==> src/rtl/red_tx_pkg.sv <==
// Shared types and constants for the RED filtered-sample UART transmitter.
// Build option: define RED_TX_PARITY_EN to add an even-parity bit to every byte.
package red_tx_pkg;

  typedef enum logic [2:0] {
    ST_IDLE   = 3'd0,
    ST_START  = 3'd1,
    ST_DATA   = 3'd2,
    ST_STOP   = 3'd3
`ifdef RED_TX_PARITY_EN
    , ST_PARITY = 3'd4
`endif
  } tx_state_e;

  localparam logic [3:0] HDR_NIBBLE      = 4'hA;
  localparam int         BYTES_PER_FRAME = 3;
  localparam int         DATA_BITS       = 8;

`ifdef RED_TX_PARITY_EN
  localparam bit PARITY_EN     = 1'b1;
  localparam int BITS_PER_BYTE = 11;
`else
  localparam bit PARITY_EN     = 1'b0;
  localparam int BITS_PER_BYTE = 10;
`endif

  // Byte idx of the frame for sample s: header nibble + MSBs, then middle, then LSBs.
  function automatic logic [7:0] frame_byte(input logic [19:0] s, input logic [1:0] idx);
    logic [7:0] b;
    case (idx)
      2'd0:    b = {HDR_NIBBLE, s[19:16]};
      2'd1:    b = s[15:8];
      default: b = s[7:0];
    endcase
    return b;
  endfunction

endpackage

==> src/rtl/red_uart_byte_tx.sv <==
// One-byte UART serializer: start, 8 data bits LSB first, optional even parity, stop.
// Build option: RED_TX_PARITY_EN enables the parity state.
module red_uart_byte_tx
  import red_tx_pkg::*;
#(
  parameter int CLKS_PER_BIT = 16
) (
  input  logic       CLK_Filter,
  input  logic       rst_n,
  input  logic       byte_start,
  input  logic [7:0] byte_data,
  output logic       byte_done,
  output logic       busy,
  output logic       tx
);

  localparam int                BAUD_W    = $clog2(CLKS_PER_BIT);
  localparam logic [BAUD_W-1:0] BAUD_LAST = BAUD_W'(CLKS_PER_BIT - 1);
  localparam logic [2:0]        BIT_LAST  = 3'(DATA_BITS - 1);

  tx_state_e         r_state;
  logic [BAUD_W-1:0] r_baud;
  logic [2:0]        r_bit;
  logic [7:0]        r_shift;
  logic              r_tx;
`ifdef RED_TX_PARITY_EN
  logic              r_parity;
`endif

  logic w_bit_end;

  assign w_bit_end = (r_baud == BAUD_LAST);
  // byte_done is asserted during the final stop-bit cycle so a chained start lands with no gap.
  assign byte_done = (r_state == ST_STOP) && w_bit_end;
  assign busy      = (r_state != ST_IDLE);
  assign tx        = r_tx;

  always_ff @(posedge CLK_Filter or negedge rst_n) begin
    if (!rst_n) begin
      r_state  <= ST_IDLE;
      r_baud   <= '0;
      r_bit    <= '0;
      r_shift  <= '0;
      r_tx     <= 1'b1;
`ifdef RED_TX_PARITY_EN
      r_parity <= 1'b0;
`endif
    end else begin
      if (r_state == ST_IDLE || w_bit_end) begin
        r_baud <= '0;
      end else begin
        r_baud <= r_baud + 1'b1;
      end

      case (r_state)
        ST_IDLE: begin
          if (byte_start) begin
            r_state  <= ST_START;
            r_shift  <= byte_data;
            r_tx     <= 1'b0;
`ifdef RED_TX_PARITY_EN
            r_parity <= ^byte_data;
`endif
          end
        end
        ST_START: begin
          if (w_bit_end) begin
            r_state <= ST_DATA;
            r_bit   <= '0;
            r_tx    <= r_shift[0];
          end
        end
        ST_DATA: begin
          if (w_bit_end) begin
            if (r_bit == BIT_LAST) begin
`ifdef RED_TX_PARITY_EN
              r_state <= ST_PARITY;
              r_tx    <= r_parity;
`else
              r_state <= ST_STOP;
              r_tx    <= 1'b1;
`endif
            end else begin
              r_bit   <= r_bit + 1'b1;
              r_shift <= {1'b0, r_shift[7:1]};
              r_tx    <= r_shift[1];
            end
          end
        end
`ifdef RED_TX_PARITY_EN
        ST_PARITY: begin
          if (w_bit_end) begin
            r_state <= ST_STOP;
            r_tx    <= 1'b1;
          end
        end
`endif
        ST_STOP: begin
          if (w_bit_end) begin
            if (byte_start) begin
              r_state  <= ST_START;
              r_shift  <= byte_data;
              r_tx     <= 1'b0;
`ifdef RED_TX_PARITY_EN
              r_parity <= ^byte_data;
`endif
            end else begin
              r_state <= ST_IDLE;
              r_tx    <= 1'b1;
            end
          end
        end
        default: begin
          r_state <= ST_IDLE;
          r_tx    <= 1'b1;
        end
      endcase
    end
  end

endmodule

==> src/rtl/red_filt_uart_tx.sv <==
// Decimates the RED FIR output and ships each kept sample as a 3-byte UART frame.
// Build option: RED_TX_PARITY_EN adds even parity per byte (see red_uart_byte_tx).
module red_filt_uart_tx
  import red_tx_pkg::*;
#(
  parameter int CLKS_PER_BIT = 16,
  parameter int DECIM        = 4
) (
  input  logic        CLK_Filter,
  input  logic        rst_n,
  input  logic [19:0] Out_RED_Filtered,
  input  logic        sample_valid,
  input  logic        ovr_clr,
  output logic        tx,
  output logic        busy,
  output logic        overrun
);

  localparam int                DCNT_W    = (DECIM > 1) ? $clog2(DECIM) : 1;
  localparam logic [DCNT_W-1:0] DCNT_LAST = DCNT_W'(DECIM - 1);
  localparam logic [1:0]        IDX_LAST  = 2'(BYTES_PER_FRAME - 1);

  logic [DCNT_W-1:0] r_dcnt;
  logic [19:0]       r_shadow;
  logic [1:0]        r_byte_idx;
  logic              r_overrun;

  logic       w_hit;
  logic       w_busy;
  logic       w_byte_done;
  logic       w_capture;
  logic       w_next_byte;
  logic       w_byte_start;
  logic [7:0] w_byte_data;

  assign w_hit        = sample_valid && (r_dcnt == DCNT_LAST);
  assign w_capture    = w_hit && !w_busy;
  assign w_next_byte  = w_byte_done && (r_byte_idx < IDX_LAST);
  assign w_byte_start = w_capture || w_next_byte;
  // On capture the shadow is not loaded yet, so byte0 comes straight from the input.
  assign w_byte_data  = w_capture ? frame_byte(Out_RED_Filtered, 2'd0)
                                  : frame_byte(r_shadow, 2'(r_byte_idx + 2'd1));

  always_ff @(posedge CLK_Filter or negedge rst_n) begin
    if (!rst_n) begin
      r_dcnt     <= '0;
      r_shadow   <= '0;
      r_byte_idx <= '0;
      r_overrun  <= 1'b0;
    end else begin
      if (sample_valid) begin
        r_dcnt <= (r_dcnt == DCNT_LAST) ? '0 : r_dcnt + 1'b1;
      end
      if (w_capture) begin
        r_shadow   <= Out_RED_Filtered;
        r_byte_idx <= '0;
      end else if (w_next_byte) begin
        r_byte_idx <= r_byte_idx + 1'b1;
      end
      if (w_hit && w_busy) begin
        r_overrun <= 1'b1;
      end else if (ovr_clr) begin
        r_overrun <= 1'b0;
      end
    end
  end

  red_uart_byte_tx #(
    .CLKS_PER_BIT(CLKS_PER_BIT)
  ) u_byte_tx (
    .CLK_Filter(CLK_Filter),
    .rst_n     (rst_n),
    .byte_start(w_byte_start),
    .byte_data (w_byte_data),
    .byte_done (w_byte_done),
    .busy      (w_busy),
    .tx        (tx)
  );

  assign busy    = w_busy;
  assign overrun = r_overrun;

endmodule

==> config.mk <==
export PLATFORM = sky130hd
export DESIGN_NAME = red_filt_uart_tx
export DESIGN_NICKNAME = d
export VERILOG_FILES = /design/src/rtl/red_tx_pkg.sv /design/src/rtl/red_uart_byte_tx.sv /design/src/rtl/red_filt_uart_tx.sv
export SDC_FILE = /design/constraint.sdc
export NUM_CORES = 1
export LEC_CHECK = 0
export ABC_AREA = 1
export CELL_PAD_IN_SITES_DETAIL_PLACEMENT = 0
export CELL_PAD_IN_SITES_GLOBAL_PLACEMENT = 1
export CORE_MARGIN = 5
export CORE_UTILIZATION = 46
export CTS_BUF_LIST = sky130_fd_sc_hd__clkbuf_4
export CTS_CLUSTER_SIZE = 14
export DETAILED_ROUTE_END_ITERATION = 10
export GPL_TIMING_DRIVEN = 0
export MAX_ROUTING_LAYER = met4
export PLACE_DENSITY_LB_ADDON = 0.1
export SYNTH_ARGS = -nofsm -noshare
export SYNTH_HDL_FRONTEND = slang
export SYNTH_HIERARCHICAL = 1
export SYNTH_SLANG_ARGS = --single-unit
==> constraint.sdc <==
create_clock -name CLK_Filter -period 6 [get_ports CLK_Filter]
set_input_delay 0.9 -clock CLK_Filter [delete_from_list [all_inputs] [get_ports CLK_Filter]]
set_output_delay 0.9 -clock CLK_Filter [all_outputs]
set_load 0.005 [all_outputs]
# Word-level counts from Yosys, hierarchy flattened
# Index checks and enable logic that the tools add are counted.
[classes] n_addsub=4 eq_ne=13 n_reduce_logical=19 magnitude_cmp=1 muxes=31
[ops] op="2-to-1 mux 8 bit" count=5
[ops] op="2-to-1 mux 3 bit" count=8
[ops] op="case mux 8 bit (3 select lines)" count=1
[ops] op="case mux 8 bit (2 select lines)" count=1
[ops] op="case mux 3 bit (4 select lines)" count=1
[ops] op="AND reduction 4 bit" count=3
[ops] op="inequality test 2 x 1 -> 1 bit (second input constant)" count=5
[ops] op="2-to-1 mux 1 bit" count=9
[ops] op="== test 3 x 2 -> 1 bit (second input constant)" count=2
[ops] op="2-to-1 mux 2 bit" count=3
[ops] op="case mux 3 bit (2 select lines)" count=1
[ops] op="nonzero test 2 bit" count=3
[ops] op="nonzero test 3 bit" count=2
[ops] op="logical AND 1 bit" count=5
[ops] op="AND reduction 5 bit" count=1
[ops] op="adder 2 x 1 -> 2 bit (second input constant)" count=2
[ops] op="adder 4 x 1 -> 4 bit (second input constant)" count=1
[ops] op="== test 4 bit (second input constant)" count=1
[ops] op="2-to-1 mux 4 bit" count=1
[ops] op="case mux 1 bit (4 select lines)" count=1
[ops] op="adder 3 x 1 -> 3 bit (second input constant)" count=1
[ops] op="== test 3 x 1 -> 1 bit (second input constant)" count=1
[ops] op="== test 3 bit (second input constant)" count=1
[ops] op="zero test 3 bit" count=1
[ops] op="7 further kinds" count=8
[totals] word_cells=77 regBits=44 in_bits=24

# Longest topological paths before layout
# Gate-level depths: netlist (run 1).
[depth] depth_word=7 mapped_depth=12 depth_no_buf=11

# Cells and area by module
# The synthesis (run 1) kept the hierarchy.
[modules_own_cells] mod="red_filt_uart_tx" instances=1 seq_area_each_um2=625.6 cells_per_inst=153 area_per_inst_um2=1219.9
[modules_own_cells] mod="red_uart_byte_tx" instances=1 seq_area_each_um2=451.7 cells_per_inst=125 area_per_inst_um2=1043.5

# Least setup slack after synthesis (run 1)
# Ideal clock, no wire load.
[synth_path] kind="input to register" start="input sample_valid" end="register u_byte_tx.r_shift[5]" n_path_buf=2 setup_slack_ps=4070 t_arrival_ps=1807 required_ps=5877 cell_stages=9 path_cell_list="nand3b_2 > buf_2 > nand2_1 > nor2_1 > nor2_2 > nand2_4 > buf_6 > nand2_1 > o21ai_2"
[synth_via] elab_chain_cells=6
[synth_rtl] item="from (decl)" line="red_filt_uart_tx.sv:12" text="input logic sample_valid,"
[synth_rtl] item="logical AND 1 bit (*)" line="red_filt_uart_tx.sv:36" text="assign w_hit = sample_valid && (r_dcnt == DCNT_LAST);"
[synth_rtl] item="logical AND 1 bit (*)" line="red_filt_uart_tx.sv:37" text="assign w_capture = w_hit && !w_busy;"
[synth_rtl] item="logical OR 1 bit (*)" line="red_filt_uart_tx.sv:39" text="assign w_byte_start = w_capture || w_next_byte;"
[synth_rtl] item="named net w_byte_start" line="red_filt_uart_tx.sv:33" text="logic w_byte_start;"
[synth_rtl] item="2-to-1 mux 8 bit (*)" line="red_uart_byte_tx.sv:57, red_uart_byte_tx.sv:100"
[synth_rtl] item="2-to-1 mux 8 bit" line="red_uart_byte_tx.sv:99" text="if (w_bit_end) begin"
[synth_rtl] item="case mux 8 bit (3 select lines) (*)" line="red_uart_byte_tx.sv:55" text="case (r_state)"
[synth_rtl] item="to (signal assigned)" line="red_uart_byte_tx.sv:59" text="r_shift <= byte_data;"
[synth_rtl] item="to (signal assigned)" line="red_uart_byte_tx.sv:85" text="r_shift <= {1'b0, r_shift[7:1]};"
[synth_rtl] item="to (signal assigned)" line="red_uart_byte_tx.sv:102" text="r_shift <= byte_data;"
[synth_rtl] item="to (decl)" line="red_uart_byte_tx.sv:24" text="logic [7:0] r_shift;"
# Mark *: on every way through the listed nets, which the timed path passes. The rest lies on a longest branch. The select of a mux whose other input is x is not followed.
# A chain may end at the register's enable or synchronous reset.

# Final worst setup path (run 1)
[layout_path] start="register u_byte_tx.r_state[0]" end="output busy"
[layout_via] elab_chain_cells=1
[layout_rtl] item="from (decl)" line="red_uart_byte_tx.sv:21" text="tx_state_e r_state;"
[layout_rtl] item="from (signal assigned)" line="red_uart_byte_tx.sv:40" text="r_state <= ST_IDLE;"
[layout_rtl] item="from (signal assigned)" line="red_uart_byte_tx.sv:58" text="r_state <= ST_START;"
[layout_rtl] item="from (signal assigned)" line="red_uart_byte_tx.sv:68" text="r_state <= ST_DATA;"
[layout_rtl] item="nonzero test 3 bit" line="red_uart_byte_tx.sv:35" text="assign busy = (r_state != ST_IDLE);"
[layout_rtl] item="to (decl)" line="red_filt_uart_tx.sv:15" text="output logic busy,"
# Every way passes these cells.

==> results of run 1 <==
==> state kept, by name, indices dropped and copies added, names as in the netlist <==
signal / flops
r_dcnt: 2
u_byte_tx/r_bit: 3
overrun: 1
u_byte_tx/tx: 1
r_byte_idx: 2
u_byte_tx/r_state: 2
u_byte_tx/r_baud: 4
u_byte_tx/r_shift: 8
r_shadow: 20
==> synth_stat cells (3+ instances only) <==
cell type	number	share of area
a21oi_1	4	0.0088
buf_4	4	0.013
buf_6	3	0.015
dfrtp_1	42	0.46
ha_1	12	0.066
inv_1	19	0.032
nand2_1	116	0.19
nand3_1	19	0.042
nand4_1	4	0.011
nor2_1	13	0.022
o21ai_0	8	0.018
o21ai_1	5	0.011
o21ai_2	8	0.031
or2_2	6	0.017
==> kinds of logic after synthesis <==
group / Yosys count
buf+inv: 30
mux: 1
fa+ha+maj: 12
flops: 43
xor+xnor: 2
simple gates: 165
compound gates: 25
==> routing by layer <==
metal | share of wire | track usage
met5 | 0 | -
met4 | 0.013 | 0.05743
met3 | 0.036 | 0.04036
met1 | 0.51 | 0.2099
met2 | 0.44 | 0.2450
==> power groups by stage <==
stage	sequential [mW]	combinational [mW]	clock [mW]
2_1_floorplan	0.460	0.435	0
3_3_place_gp	0.478	0.557	0
3_5_place_dp	0.479	0.568	0
4_1_cts	0.474	0.570	0.147
5_1_grt	0.488	0.644	0.160
6_report	0.473	0.559	0.138
==> stage by stage <==
step / hold WS [ns] / setup WS, ns
after global routing: 0.3329 / 3.174
after floorplan: 0.4314 / 4.070
after CTS: 0.3468 / 3.259
after global placement: 0.4513 / 2.829
after detailed placement: 0.4611 / 3.297
final: 0.3637 / 3.286
==> cell type report <==
class	count	area, um^2	share of cell area
plain buffers	10	77.57	0.02900
repair buffers	27	275.3	0.1029
clock buffers	6	45.04	0.01684
flip-flops and latches	43	1077	0.4027
well taps	67	83.83	0.03134
inverters	20	75.07	0.02806
multi-input cells	205	1033	0.3863
clock inverters	2	7.507	0.002806
==> worst paths after layout <==
check	from	end	cells after the start
hold reg to reg	u_byte_tx/r_baud[0]$_DFF_PN0_	u_byte_tx/r_baud[0]$_DFF_PN0_	1
hold / removal	rst_n	overrun$_DFFE_PN0P_	1
min in group CLK_Filter	u_byte_tx/r_baud[0]$_DFF_PN0_	u_byte_tx/r_baud[0]$_DFF_PN0_	1
max in group asynchronous	rst_n	u_byte_tx/tx$_DFFE_PN1P_	2
setup / recovery	u_byte_tx/r_state[0]$_DFFE_PN0P_	busy	4
setup reg to reg	u_byte_tx/r_state[1]$_DFFE_PN0P_	u_byte_tx/r_shift[5]$_DFFE_PN0P_	12
==> worst max-delay path, stage by stage (launching register included) <==
cell and delay [ns]:
dfrtp_1 0.45, inv_1 0.08, ha_1 0.22, inv_1 0.17, clkdlybuf4s50_1 0.54
==> out/metrics.yaml, run 1 <==
row_count: 25
synth-seq-cells: 43
hold_viol: 0
cts_tree: "built"
area.growth.synth_to_final_pct: 18.19
n_fill_cell: 480
status: "completed"
drv_cap: 0
yosysUniqueCellTypes: 26
antenna_cells: 0
synth_area_um2: 2263
synth_edf_count: 0
max-vdd-ir-drop_mv: 0.2300
syn_nets: 314
worstSkewPairLatency_ns: 0.35
synth-compound-area-share: 0.06855
die_height_um: 80.15
synth_top_family_by_area: "simple AND/OR/NAND/NOR gates"
ys_seq_area_frac: 0.4760
avgSynthCellArea_um2: 8.142
utilization: 0.5626
p_switching_uw: 474.8
criticalPathCategory: "flop to output pin"
grt_max_degree: 39
htreeDepth: 2
synth_mux_area_frac: 0.004975
cts_buffers: 5
vias: 1770
power.internal_uw: 695.4
num_io_pins: 27
post_drt_wl_per_cell_um: 11.89
die_w_um: 80.15
fin_setup_tns_ns: 0
power.density_nw_per_um2: 437.5
finClkSkew_ns: 0.008316
fin_crit_sh: 0.4524
crit_arrival_ns: 1.81
endpoint_kind: "output pin"
firstDrtPassIters: 4
leakagePower_nw: 1.414
worstPathRequired_ns: 5.10
slew_headroom: 0.7029
core_um2: 4755
clk_path_buf_depth: 2
final_cell_area_um2: 2675
pwr-share-comb: 0.478
worstMarginPinSlew_ns: 0.4457
drive_above_1_share: 0.1246
path_max_fanout: 7
regToRegSetupSlack_ns: 3.82
pwr-share-clk: 0.118
switching_share: 0.4057
drc: 0
gp_congestion: 0.7581
synth_simple_gate_area_frac: 0.3090
p_seq_frac: 0.405
grt_pass1_wl_mm: 7.859
rsz0062_at_grt: "no"
synth-main-ff-cell: "dfrtp_1"
start_util: 0.4761
cts_resized: 0
min_path_type: "primary input to async pin"
synthAdderAreaFrac: 0.06633
grt_usage: 0.1614
portBuffers: 26
grt_overflow: 0
dp.cells: 372
clock-sinks: 43
layout_commonest_cell: "nand2_1"
total_power_mw: 1.170
setup_viol: 0
instances_no_fill: 380
antenna_found_initial: 0
nNetsFinal: 348
clk_pin_slew_worst_paths_ns: 0.12
yosys_warnings: 6
synth_xor_xnor_area_share: 0.007739
viasPerCell: 4.658
final_cell_mix: "nand2_1 (116), dfrtp_1 (42), clkdlybuf4s50_1 (25)"
drt_first_iter_violations: 82
fmax_mhz: 368.4
ant_nets: 0
startpoint_type: "flop"
routed_wirelength_mm: 4.520
place_area_um2: 2623
maxSlewViolCount: 0
post_cts_buffers: 0
finalCriticalPeriod_ns: 2.714
dp_hpwl_mm: 3.343
clockRootBuffer: "clkbuf_4"
syn_inst: 278
synthArstFlopShare: 1.000
dieArea_um2: 6423
hold_buffers: 0
grt_pass1_vias: 1734
No activity file was read; power rests on OpenSTA's default activity.
==> inputs of run 2 (changes only) <==
--- a/config.mk
+++ b/config.mk
@@ -9,7 +9,7 @@
 export CELL_PAD_IN_SITES_DETAIL_PLACEMENT = 0
 export CELL_PAD_IN_SITES_GLOBAL_PLACEMENT = 1
 export CORE_MARGIN = 5
-export CORE_UTILIZATION = 46
+export CORE_UTILIZATION = 39
 export CTS_BUF_LIST = sky130_fd_sc_hd__clkbuf_4
 export CTS_CLUSTER_SIZE = 14
 export DETAILED_ROUTE_END_ITERATION = 10
==> constraint.sdc (replaced) <==
create_clock -name CLK_Filter -period 2.3 [get_ports CLK_Filter]
set_input_delay 0.345 -clock CLK_Filter [delete_from_list [all_inputs] [get_ports CLK_Filter]]
set_output_delay 0.345 -clock CLK_Filter [all_outputs]
set_load 0.005 [all_outputs]
==> run 2 against run 1 <==
Clock skew up 0.0015 ns. Hold slack better by 0.097 ns. Flip-flop and latch count unchanged. Global-route usage down 2.1 points. Final cell count up 1.8%. Clock power rose to 2.8 times the previous value. Power rose to 2.7 times the previous value. Critical path depth unchanged. Worst setup slack worse by 3.1 ns. Sequential share of layout area down 0.54 points. Via count up 0.68%. Critical path type unchanged. Critical endpoint unchanged.
==> out/metrics.yaml, run 2 (synthesis results as in run 1) <==
status: "completed"
slew_headroom: 0.6905
rsz0062_at_grt: "no"
p_seq_frac: 0.396
startpoint_type: "flop"
firstDrtPassIters: 4
maxSlewViolCount: 0
htreeDepth: 2
hold_viol: 0
switching_share: 0.4073
dieArea_um2: 7427
crit_start: "u_byte_tx/r_state[0]$_DFFE_PN0P_"
post_drt_wl_per_cell_um: 12.30
worstMarginPinSlew_ns: 0.4642
r2r_start: "u_byte_tx/r_state[1]$_DFFE_PN0P_"
criticalPathCategory: "flop to output pin"
worstSkewPairLatency_ns: 0.35
max-vdd-ir-drop_mv: 0.4757
row_count: 27
finClkSkew_ns: 0.009828
antenna_found_initial: 0
whs_ns: 0.4604
endpoint_kind: "output pin"
portBuffers: 26
grt_usage: 0.1409
area.growth.synth_to_final_pct: 19.79
die_height_um: 86.18
cts_tree: "built"
pwr-share-clk: 0.126
largest_reg_flops: 20
cts_buffers: 5
place_area_um2: 2629
num_io_pins: 27
power.density_nw_per_um2: 1149
fmax_mhz: 464.5
die_w_um: 86.18
clk_path_buf_depth: 2
grt_pass1_vias: 1766
leakagePower_nw: 1.426
grt_pass1_wl_mm: 8.148
vias: 1782
clockRootBuffer: "clkbuf_4"
routed_wirelength_mm: 4.761
grt_overflow: 0
setup_viol: 0
clk_pin_slew_worst_paths_ns: 0.13
drt_first_iter_violations: 87
fin_setup_tns_ns: 0
power.internal_mw: 1.846
regMostFlops: "r_shadow"
core_um2: 5574
reg_top3: "r_shadow x20, u_byte_tx/r_shift x8, u_byte_tx/r_baud x4"
start_util: 0.4061
viasPerCell: 4.605
fin_crit_sh: 0.9360
total_power_mw: 3.115
antenna_cells: 0
grt_max_degree: 26
gp_congestion: 0.7860
dp_hpwl_mm: 3.506
drc: 0
nNetsFinal: 350
crit_arrival_ns: 1.81
ant_nets: 0
worstPathRequired_ns: 1.96
p_switching_mw: 1.269
layout_commonest_cell: "nand2_1"
path_max_fanout: 7
clock-sinks: 43
finalCriticalPeriod_ns: 2.153
final_cell_mix: "nand2_1 (115), dfrtp_1 (42), clkdlybuf4s50_1 (25)"
drv_cap: 0
final_cell_area_um2: 2711
instances_no_fill: 387
pwr-share-comb: 0.478
min_path_type: "primary input to async pin"
drive_above_1_share: 0.1365
dp.cells: 377
[run 2: metrics by stage]
| stage | worst slack, ns | utilization |
|---|---|---|
| floorplan | 0.3906 | - |
| global placement | -0.3606 | 0.4689 |
| detailed placement | 0.1211 | 0.4716 |
| CTS | 0.1087 | 0.4842 |
| global route | 0.006742 | 0.4864 |
| finish | 0.1471 | 0.4864 |
[run 2: power by group through the flow]
stage | Sequential (mW) | Clock [mW] | Combinational [mW]
after detailed placement | 1.25 | 0 | 1.49
final | 1.23 | 0.391 | 1.49
after global placement | 1.25 | 0 | 1.47
after global routing | 1.27 | 0.446 | 1.71
after CTS | 1.23 | 0.410 | 1.50
after floorplan | 1.20 | 0 | 1.14
[run 2: cell type report]
type                            instances  area [um^2]
Buffer                                 10        80.08
Timing Repair Buffer                   29        292.8
Multi-Input combinational cell        205         1036
Clock buffer                            7        52.55
Fill cell                             611         2863
Inverter                               20        75.07
Sequential cell                        43         1077
Clock inverter                          1        7.507
Tap cell                               72        90.09
[run 2: per-layer routing]
metal,part of all wire,vias to the layer above,global-route usage
met5,0,-,-
met4,0.0076,0,0.02975
met1,0.53,803,0.2031
met3,0.038,4,0.03137
met2,0.42,27,0.2039
li1,-,948,-
[run 2: worst max-delay path, cell delays in order, from the launching register on]
cell             delay (ns)
dfrtp_1                0.45
inv_1                  0.08
ha_1                   0.22
inv_1                  0.17
clkdlybuf4s50_1        0.54
[run 2: path summary, 6_finish.rpt]
check                                                    to  slack (ns)  depth (start not counted)
hold reg to reg                    u_byte_tx/tx$_DFFE_PN1P_        0.48                          2
setup reg to reg           u_byte_tx/r_shift[5]$_DFFE_PN0P_        0.20                         12
max in group asynchronous          u_byte_tx/tx$_DFFE_PN1P_        1.27                          3
hold / removal               u_byte_tx/r_bit[0]$_DFFE_PN0P_        0.46                          2
min in group CLK_Filter            u_byte_tx/tx$_DFFE_PN1P_        0.48                          2
setup / recovery                                       busy        0.15                          4
[run 2: repair_timing]
action,4_1_cts,5_1_grt
hold endpoints to repair,18,0
endpoints found under the setup margin,0,8
hold buffers,1,0
setup buffers,0,1
gates resized for setup,0,3
==> inputs of run 3 (changes only) <==
--- a/config.mk
+++ b/config.mk
@@ -9,7 +9,7 @@
 export CELL_PAD_IN_SITES_DETAIL_PLACEMENT = 0
 export CELL_PAD_IN_SITES_GLOBAL_PLACEMENT = 1
 export CORE_MARGIN = 5
-export CORE_UTILIZATION = 39
+export CORE_UTILIZATION = 35
 export CTS_BUF_LIST = sky130_fd_sc_hd__clkbuf_4
 export CTS_CLUSTER_SIZE = 14
 export DETAILED_ROUTE_END_ITERATION = 10
==> run 3 against run 2 <==
Sequential share of layout area rose by 0.055 points. Critical path depth unchanged. Hold slack gained 0.0055 ns. Worst setup slack improved by 0.055 ns. Die area rose by 10%. Flip-flop and latch count stayed put. Clock skew hardly changed. Non-clock buffer count decreased by 1. Clock power about the same. Via count is 0.11% lower. Combinational power barely moved. Critical endpoint unchanged.
==> out/metrics.yaml, run 3 (synthesis results as in run 1) <==
multi_input_comb_area_um2: 1036
fmax_mhz: 476.7
power.density_nw_per_um2: 1147
fin_ws_ns: 0.2022
num_io_pins: 27
endpoint_kind: "output pin"
dieArea_um2: 8175
pwr-share-comb: 0.478
gp_congestion: 0.7587
finalCriticalPeriod_ns: 2.098
dp_hpwl_mm: 3.583
die_height_um: 90.42
viasPerCell: 4.552
path_max_fanout: 7
die_w_um: 90.42
drive_above_1_share: 0.1369
antenna_found_initial: 0
grt_pass1_wl_mm: 8.307
final_cell_mix: "nand2_1 (115), dfrtp_1 (42), clkdlybuf4s50_1 (25)"
status: "completed"
drv_cap: 0
rsz0062_at_grt: "no"
htreeDepth: 2
fin_crit_sh: 0.9121
drt_first_iter_violations: 57
r2r_start: "u_byte_tx/r_state[1]$_DFFE_PN0P_"
leakagePower_nw: 1.419
routed_wirelength_mm: 4.821
setup_viol: 0
ant_nets: 0
grt_overflow: 0
criticalPathCategory: "flop to output pin"
min_path_type: "primary input to async pin"
clk_path_buf_depth: 2
cts_tree: "built"
layout.area.seq_um2: 1077
row_count: 29
core_um2: 6314
clk_pin_slew_worst_paths_ns: 0.14
startpoint_type: "flop"
grt_max_degree: 25
firstDrtPassIters: 4
worstPathRequired_ns: 1.96
largest_reg_flops: 20
hold_viol: 0
worstMarginPinSlew_ns: 0.4965
dp_slack_ns: 0.1413
p_switching_mw: 1.281
power.internal_mw: 1.824
total_power_mw: 3.105
layout_commonest_cell: "nand2_1"
vias: 1780
area.growth.synth_to_final_pct: 19.62
pwr-share-clk: 0.126
crit_arrival_ns: 1.75
switching_share: 0.4125
start_util: 0.3585
clockRootBuffer: "clkbuf_4"
clock-sinks: 43
crit_start: "u_byte_tx/r_state[0]$_DFFE_PN0P_"
slew_headroom: 0.6690
antenna_cells: 0
regMostFlops: "r_shadow"
worstSkewPairLatency_ns: 0.36
p_seq_frac: 0.396
portBuffers: 26
reg_top3: "r_shadow x20, u_byte_tx/r_shift x8, u_byte_tx/r_baud x4"
grt_pass1_vias: 1712
drc: 0
finClkSkew_ns: 0.009495
n_fill_cell: 675
cts_buffers: 5
maxSlewViolCount: 0
post_drt_wl_per_cell_um: 12.33
nNetsFinal: 349
max-vdd-ir-drop_mv: 0.4137
grt_usage: 0.1281
run 3: cell count changes in the layout (fill, tap and decap cells not counted), sizes merged:
cell | previous run | this run
clkinv | 0 | 1
buf | 12 | 10
run 3: through the flow:
step | util | hold slack (ns) | instance area [um^2] | instances | TNS [ns]
global route | 0.4289 | 0.4952 | 2708 | 391 | 0
detailed placement | 0.4174 | 0.3432 | 2635 | 382 | 0
CTS | 0.4281 | 0.4730 | 2703 | 391 | 0
global placement | 0.4150 | 0.4520 | 2620 | 381 | -17.37
floorplan | - | 0.04941 | 2263 | 278 | 0
finish | 0.4289 | 0.4660 | 2708 | 391 | 0
run 3: timing repair:
action                                  4_1_cts  5_1_grt
hold buffers                                  1        0
endpoints found under the setup margin        0        9
hold endpoints to repair                     19        0
resized for setup                             0        3
setup buffers                                 0        0
run 3: power groups by stage:
stage | registers [mW] | logic, mW | clock network, mW
CTS | 1.23 | 1.51 | 0.414
floorplan | 1.20 | 1.14 | 0
detailed placement | 1.25 | 1.50 | 0
global placement | 1.25 | 1.48 | 0
finish | 1.23 | 1.48 | 0.390
global route | 1.27 | 1.72 | 0.446
run 3: layout make-up:
cell class / instances / area share
buffer: 10 / 0.02957
clock buffer: 6 / 0.01664
clock inverter: 2 / 0.004621
inverter: 20 / 0.02773
multi-input combinational: 205 / 0.3826
sequential: 43 / 0.3979
tap: 77 / 0.03558
timing repair buffer: 28 / 0.1054
run 3: per-layer routing:
| layer | vias up | wire, um | track usage |
|---|---|---|---|
| met5 | - | 0 | - |
| met4 | 0 | 61 | 0.03598 |
| met3 | 5 | 168 | 0.02917 |
| met2 | 24 | 2019 | 0.1817 |
| met1 | 807 | 2572 | 0.1830 |
| li1 | 944 | - | - |
run 3: final timing paths:
kind | end | cells after the start | slack (ns)
min reg2reg | u_byte_tx/r_baud[0]$_DFF_PN0_ | 1 | 0.47
max | busy | 4 | 0.20
min in group CLK_Filter | u_byte_tx/r_baud[0]$_DFF_PN0_ | 1 | 0.47
max reg2reg | u_byte_tx/r_shift[5]$_DFFE_PN0P_ | 12 | 0.21
min | u_byte_tx/r_bit[0]$_DFFE_PN0P_ | 2 | 0.47
max in group asynchronous | u_byte_tx/tx$_DFFE_PN1P_ | 3 | 1.27
run 3: worst max-delay path, stage by stage, from the launching register on:
cell,delay [ns]
dfrtp_1,0.45
inv_1,0.09
ha_1,0.23
inv_2,0.11
clkdlybuf4s50_1,0.52
